File: src/rtl/flash_read_arbiter.sv
`default_nettype none
// ============================================================================
// Module   : flash_read_arbiter
// Purpose  : Two-port, fixed-priority arbiter that turns 16-bit word reads
//            into two timed byte reads on a shared 8-bit NOR flash port.
//            Optional macro FLASH_ARB_STARVE_GUARD_EN bounds port-0 bursts.
// Revision : 1.0  initial release
// ============================================================================
module flash_read_arbiter #(
    parameter int WAIT_CYCLES  = 4,
    parameter int MAX_P0_BURST = 8
) (
    input  logic        i_clk,
    input  logic        i_rst,
    input  logic        i_req0,
    input  logic [21:0] i_addr0,
    input  logic        i_req1,
    input  logic [21:0] i_addr1,
    output logic        o_ack0,
    output logic        o_ack1,
    output logic [15:0] o_rdata,
    output logic        o_busy,
    output logic        o_grant,
    output logic [22:0] o_flash_addr,
    input  logic [7:0]  i_flash_dq,
    output logic        o_flash_ce_n,
    output logic        o_flash_oe_n,
    output logic        o_flash_we_n,
    output logic        o_flash_rst_n,
    output logic        o_flash_wp_n
);

    typedef enum logic [1:0] {
        S_IDLE  = 2'd0,
        S_BYTE0 = 2'd1,
        S_BYTE1 = 2'd2,
        S_DONE  = 2'd3
    } state_t;

    localparam logic [3:0] C_WAIT_LOAD = 4'(WAIT_CYCLES - 1);

    state_t      state_q, state_d;
    logic [3:0]  cnt_q, cnt_d;
    logic [21:0] addr_q, addr_d;
    logic        grant_q, grant_d;
    logic [7:0]  hi_q, hi_d, lo_q, lo_d;
    logic [15:0] rdata_q, rdata_d;
    logic        ack0_q, ack0_d, ack1_q, ack1_d;
    logic [22:0] faddr_q, faddr_d;
    logic        win1;
    logic [21:0] win_addr;

`ifdef FLASH_ARB_STARVE_GUARD_EN
    logic [3:0] starve_q, starve_d;

    // Port 1 also wins once port 0 has used up its burst allowance.
    always_comb begin
        win1 = i_req1 && (!i_req0 || (starve_q == 4'(MAX_P0_BURST)));
    end

    always_comb begin
        starve_d = starve_q;
        if (state_q == S_IDLE) begin
            if (!i_req1 || win1) begin
                starve_d = 4'd0;
            end else if (i_req0) begin
                starve_d = starve_q + 4'd1;
            end
        end
    end

    always_ff @(posedge i_clk or posedge i_rst) begin
        if (i_rst) begin
            starve_q <= 4'd0;
        end else begin
            starve_q <= starve_d;
        end
    end
`else
    always_comb begin
        win1 = i_req1 && !i_req0;
    end
`endif

    assign win_addr = win1 ? i_addr1 : i_addr0;

    always_comb begin
        state_d = state_q;
        cnt_d   = cnt_q;
        addr_d  = addr_q;
        grant_d = grant_q;
        hi_d    = hi_q;
        lo_d    = lo_q;
        rdata_d = rdata_q;
        ack0_d  = 1'b0;
        ack1_d  = 1'b0;
        faddr_d = faddr_q;
        case (state_q)
            S_IDLE: begin
                if (i_req0 || i_req1) begin
                    grant_d = win1;
                    addr_d  = win_addr;
                    faddr_d = {win_addr, 1'b0};
                    cnt_d   = C_WAIT_LOAD;
                    state_d = S_BYTE0;
                end
            end
            S_BYTE0: begin
                if (cnt_q == 4'd0) begin
                    hi_d    = i_flash_dq;
                    faddr_d = {addr_q, 1'b1};
                    cnt_d   = C_WAIT_LOAD;
                    state_d = S_BYTE1;
                end else begin
                    cnt_d = cnt_q - 4'd1;
                end
            end
            S_BYTE1: begin
                if (cnt_q == 4'd0) begin
                    lo_d    = i_flash_dq;
                    state_d = S_DONE;
                end else begin
                    cnt_d = cnt_q - 4'd1;
                end
            end
            S_DONE: begin
                rdata_d = {hi_q, lo_q};
                ack0_d  = !grant_q;
                ack1_d  = grant_q;
                state_d = S_IDLE;
            end
            default: state_d = S_IDLE;
        endcase
    end

    always_ff @(posedge i_clk or posedge i_rst) begin
        if (i_rst) begin
            state_q <= S_IDLE;
            cnt_q   <= 4'd0;
            addr_q  <= 22'd0;
            grant_q <= 1'b0;
            hi_q    <= 8'd0;
            lo_q    <= 8'd0;
            rdata_q <= 16'd0;
            ack0_q  <= 1'b0;
            ack1_q  <= 1'b0;
            faddr_q <= 23'd0;
        end else begin
            state_q <= state_d;
            cnt_q   <= cnt_d;
            addr_q  <= addr_d;
            grant_q <= grant_d;
            hi_q    <= hi_d;
            lo_q    <= lo_d;
            rdata_q <= rdata_d;
            ack0_q  <= ack0_d;
            ack1_q  <= ack1_d;
            faddr_q <= faddr_d;
        end
    end

    // Flash is only selected while a byte address is being presented.
    assign o_flash_ce_n  = !((state_q == S_BYTE0) || (state_q == S_BYTE1));
    assign o_flash_oe_n  = o_flash_ce_n;
    assign o_flash_we_n  = 1'b1;
    assign o_flash_rst_n = 1'b1;
    assign o_flash_wp_n  = 1'b0;
    assign o_flash_addr  = faddr_q;
    assign o_ack0        = ack0_q;
    assign o_ack1        = ack1_q;
    assign o_rdata       = rdata_q;
    assign o_grant       = grant_q;
    assign o_busy        = (state_q != S_IDLE);

endmodule
`default_nettype wire

File: config.mk
export PLATFORM = sky130hd
export DESIGN_NAME = flash_read_arbiter
export DESIGN_NICKNAME = d
export VERILOG_FILES = /design/src/rtl/flash_read_arbiter.sv
export SDC_FILE = /design/constraint.sdc
export NUM_CORES = 1
export LEC_CHECK = 0
export BUFFER_PORTS_ARGS = -buffer_cell sky130_fd_sc_hd__buf_2
export CAP_MARGIN = 10
export CORE_ASPECT_RATIO = 0.7
export CORE_UTILIZATION = 53
export DETAILED_ROUTE_END_ITERATION = 12
export GPL_ROUTABILITY_DRIVEN = 0
export MAX_ROUTING_LAYER = met4
export PLACE_DENSITY = 0.81
export REMOVE_ABC_BUFFERS = 1
export SLEW_MARGIN = 20
export SYNTH_ARGS = -nofsm -noshare
export SYNTH_HDL_FRONTEND = slang
export SYNTH_SLANG_ARGS = --single-unit
File: constraint.sdc
create_clock -name i_clk -period 3.1 [get_ports i_clk]
set_input_delay 0.62 -clock i_clk [delete_from_list [all_inputs] [get_ports i_clk]]
set_output_delay 0.62 -clock i_clk [all_outputs]
set_load 0.05 [all_outputs]
; Word-level counts from Yosys, hierarchy flattened
; Index checks and enable logic that the tools add are counted.
[word_totals]
regBits = 86
in_bits = 56
wordCells = 49
[op_classes]
n_addsub = 1
n_eq_ne = 7
mux = 14
reduce_logical = 17
[op_table]
columns = op, count
row1 = 23-bit two-way mux, 2
row2 = 23-bit one-hot mux with 2 select lines, 1
row3 = 22-bit two-way mux, 1
row4 = 4-bit two-way mux, 3
row5 = 4-bit one-hot mux with 3 select lines, 1
row6 = 3-bit AND reduction, 3
row7 = "2-bit != test, second input constant", 4
row8 = 2-bit one-hot mux with 4 select lines, 1
row9 = 2-bit two-way mux, 3
row10 = 2-bit AND reduction, 3
row11 = "2-bit equality test, second input constant", 2
row12 = 4-bit zero test, 1
row13 = 2-bit nonzero test, 2
row14 = "4-bit by 1-bit subtractor with 4-bit output, second input constant", 1
row15 = 1-bit zero test, 3
row16 = 3-bit nonzero test, 1
row17 = "2-bit by 1-bit equality test with 1-bit output, second input constant", 1
row18 = 2-bit zero test, 1
row19 = 1-bit logical OR, 2
row20 = 1-bit two-way mux, 2
row21 = 1-bit logical AND, 1

; Depth between registers and ports, before layout
[logic_depth]
word_depth = 5
mapped_depth = 8
mapped_depth_nobuf = 5

; Least setup slack after synthesis
; Ideal clock, no wire load.
[synth_path]
kind = reg-to-output
start = register state_q[0]
end = output o_flash_oe_n
t_arrival_ns = 1.403
required_ns = 2.480
setup_slack_ns = 1.077
stages_incl_launch_ff = 5
path_buffers = 1
cell_sequence = dfrtp_1 inv_1 ha_1 inv_1 buf_4
[synth_between]
elab_chain_cells = 3
elab_cells_between_ends = 4
[synth_rtl]
columns = item, line_no
row1 = start: declaration, 42  ; state_t state_q, state_d;
row2 = start signal: assignment, 149  ; state_q <= state_d;
row3 = 2-bit by 1-bit equality test with 1-bit output / 2-bit equality test (equally long branches), 163  ; assign o_flash_ce_n = !((state_q == S_BYTE0) || (state_q == S_BYTE1));
row4 = 1-bit logical OR *, 163
row5 = 1-bit zero test *, 163
row6 = end: declaration, 27  ; output logic o_flash_oe_n,
; Every way passes the cells marked *; elsewhere a longest branch is shown, timed or not.

; Worst setup path after layout
[layout_path]
start = register state_q[1]
end = register faddr_q[11] (netlist: o_flash_addr[11])
[layout_between]
elab_chain_cells = 3
elab_cells_between_ends = 7
[layout_rtl]
columns = item, line_no
row1 = 2-bit by 1-bit equality test with 1-bit output / 2-bit zero test (equally long branches), 98  ; case (state_q)
row2 = 2-bit != test (no source line) / 2-bit nonzero test (equally long branches), n/a
row3 = 3-bit AND reduction (no source line), n/a
row4 = end signal: assignment, 158  ; faddr_q <= faddr_d;
row5 = end: declaration, 49  ; logic [22:0] faddr_q, faddr_d;
; Parallel ways exist; a longest one is shown, timed or not.
; A chain may end at the register's enable or synchronous reset.

==> impl_metrics.toml <==
[worst_setup_path]
worstSetupEndpointType = "register"
slowest_delay_ps = 700
critical_path_buf_inv_count = 1
crit_chain = "inv_1 -> ha_1 -> nand2b_1 -> o21ai_0 -> a32o_1"
required_ps = 3320
slowest_stage = "nand2b_1"
path_delay_family = "simple AND/OR/NAND/NOR gates"
crit_type = "reg2reg"
startpoint_type = "register"
cp_max_fo = 22
worstPathArrival_ps = 2560

[timing]
max_slew_margin_pct = 44.2
final-hold-violation-count = 0
final.period_utilization_pct = 75.4
fmaxAchievable_mhz = 428
setup_viol = 0
slew_viol_final = 0
min_period_ps = 2340
tightest_slew_ps = 835
fin_worst_skew_ps = 9.20
tns_ps = 0
rsz0062_at_grt = "no"

[detailed_routing]
firstDrtPassIters = 5
drcViolationCount = 0
ant_nets = 0
detail_route.vias_per_cell = 5.87
avgRoutedWirePerCell_um = 17.2
routed_wl_mm = 9.85
dr_total_vias = 3357
drtIter0Drc = 263

[clocking]
clock-sinks = 86
post_cts_buffers = 0
ctsHoldBuffers = 0
numCtsBuffers = 9
cts.reportedPaths.clkPinSlew_ps = 60
cts_buffer_depth = 2
cts_tree = "done"
cts_max_level = 3
cts-root-buf = "clkbuf_16"
cts-resized-gates = 0
clk_latency_ps = 340

[pwr]
power_density_nw_per_um2 = 1240
p_leak_nw = 2.31
ir_drop_v = 0.000593
design_power_total_mw = 6.25

[synthesis]
yosysSeqAreaShare_pct = 50.9
syn_inst = 385
ys_ff_latch = 86
avgSynthCellArea_um2 = 11.0
syn_area_um2 = 4230
yosysWarnings = 0
synth_cell_type_count = 39

[floorplan]
die_w_um = 109
fp.coreArea_um2 = 7510
io_pins = 104
start_util_pct = 56.2
fp-row-count = 26
die_height_um = 76.7
die_area_um2 = 8340

[layout]
fin_nets = 533
layout-drive-gt1-share_pct = 34.0
diodes = 0
fin_area_um2 = 5030
area_delta_synth_final_pct = 19.2

[placed_design]
port_buffers = 100
postPlaceCellArea_um2 = 4750
dp_hpwl_mm = 6.65

[global_route]
overflow = 0
grt_max_degree = 48
antenna_found_initial = 0
grt_use_total_pct = 26.3
grt_pass1_wl_mm = 16.5
grt_pass1_vias = 3401

[run_status]
status = "finished, final reports clean"

[run]
drv_cap = 0

[worst_hold_path]
hold_class = "in2async"
[power by group]
group | switching (mW) | internal, mW | leakage [nW] | total (mW)
Sequential | 0.308 | 1.69 | 1.05 | 2.00
Clock | 0.422 | 0.581 | 0.131 | 1.00
Combinational | 2.18 | 1.07 | 1.14 | 3.25
Total | 2.91 | 3.34 | 2.31 | 6.25
[cell usage after synthesis]
library cell	count	area share (%)
a32o_1	22	5.2
a211o_4	1	0.41
nand3b_1	1	0.18
nor2_1	2	0.18
o21a_1	1	0.18
a21oi_1	5	0.59
clkbuf_1	19	1.7
nand2_1	46	4.1
conb_1	2	0.18
nor3_1	1	0.12
buf_6	4	1.1
a22o_1	1	0.21
nor3b_2	1	0.30
nor2b_1	2	0.30
nand2b_1	1	0.15
nand4bb_1	1	0.27
o22a_1	1	0.21
buf_4	5	0.89
buf_1	1	0.089
dfrtp_1	86	51
mux2_1	2	0.53
ha_1	7	2.1
mux2i_1	22	5.2
or3b_4	1	0.27
o211ai_1	4	0.71
and2_1	1	0.15
a22o_2	1	0.24
buf_2	5	0.59
o21ai_1	1	0.12
o21ai_0	47	5.6
inv_1	10	0.89
or3_1	21	3.1
or3b_2	1	0.21
nand3_1	1	0.12
nor3b_1	22	3.9
mux2_2	31	8.3
and2b_1	1	0.18
a211oi_1	2	0.36
nor4_1	2	0.30
[per-stage QoR]
stage	setup slack, ps	hold WS, ps	utilization, %	cells
after detailed placement	715	471	63.2	557
final	764	358	67.0	572
after global placement	799	462	63.2	557
after floorplan	55.1	450	-	352
after CTS	711	381	66.9	572
after global routing	626	414	67.0	572
[path summary, 6_finish.rpt]
kind | startpoint | endpoint | slack [ps] | cells after the start
max | state_q[1]$_DFFE_PP0P_ | o_flash_addr[11]$_DFFE_PP0P_ | 760 | 5
min | i_rst | lo_q[3]$_DFFE_PP0P_ | 360 | 2
max reg2reg | state_q[1]$_DFFE_PP0P_ | o_flash_addr[11]$_DFFE_PP0P_ | 760 | 5
min reg2reg | addr_q[21]$_DFFE_PP0P_ | addr_q[21]$_DFFE_PP0P_ | 480 | 2
max in group asynchronous | i_rst | addr_q[5]$_DFFE_PP0P_ | 2060 | 3
min in group i_clk | addr_q[21]$_DFFE_PP0P_ | addr_q[21]$_DFFE_PP0P_ | 480 | 2
[layer usage]
layer	global-route usage (%)	wire, um
met1	34.9	4360
met2	40.5	4740
met3	6.04	664
met4	7.57	89
met5	-	0
[cells in the final DEF (no fill, tap or decap), types with 2 or more instances in the layout]
cell        count
a21oi_1         4
mux2i_1        22
clkbuf_16       9
dfrtp_1        86
o211ai_1        4
clkinv_2        2
buf_2         100
nor4_1          2
nor3b_1        22
a32o_1         22
mux2_1          2
nor2_1          2
ha_1            7
nand2_1        46
o21ai_0        47
mux2_2         31
or3_1          21
clkbuf_8        2
a211oi_1        2
buf_4           6
inv_1           9
clkinvlp_4      2
conb_1          3
[cell type report]
cell class | instances | area [um^2]
fill | 577 | 2480
sequential | 86 | 2150
multi-input combinational | 256 | 1880
timing repair buffer | 107 | 566
clock buffer | 12 | 256
tap | 98 | 123
inverter | 10 | 38.8
clock inverter | 3 | 20.0
[registers in the layout, summed over array words and instances, names as in the netlist, 2 cells and up]
register	cells
o_flash_addr	23
addr_q	22
o_rdata	16
hi_q	8
lo_q	8
cnt_q	4
state_q	2
[kinds of logic (layout without fill, tap and decap cells)]
family,Yosys count,in the layout,share of synthesized area (%)
other,2,3,0.178
multiplexers,55,55,14.0
buffers and inverters,44,132,5.21
adder cells (fa/ha/maj),7,7,2.07
AND/OR/NAND/NOR,105,105,13.8
AO/OA/AOI/OAI,86,86,13.8
flip-flops,86,86,50.9
Note: power is estimated with default switching activity, not from simulation.
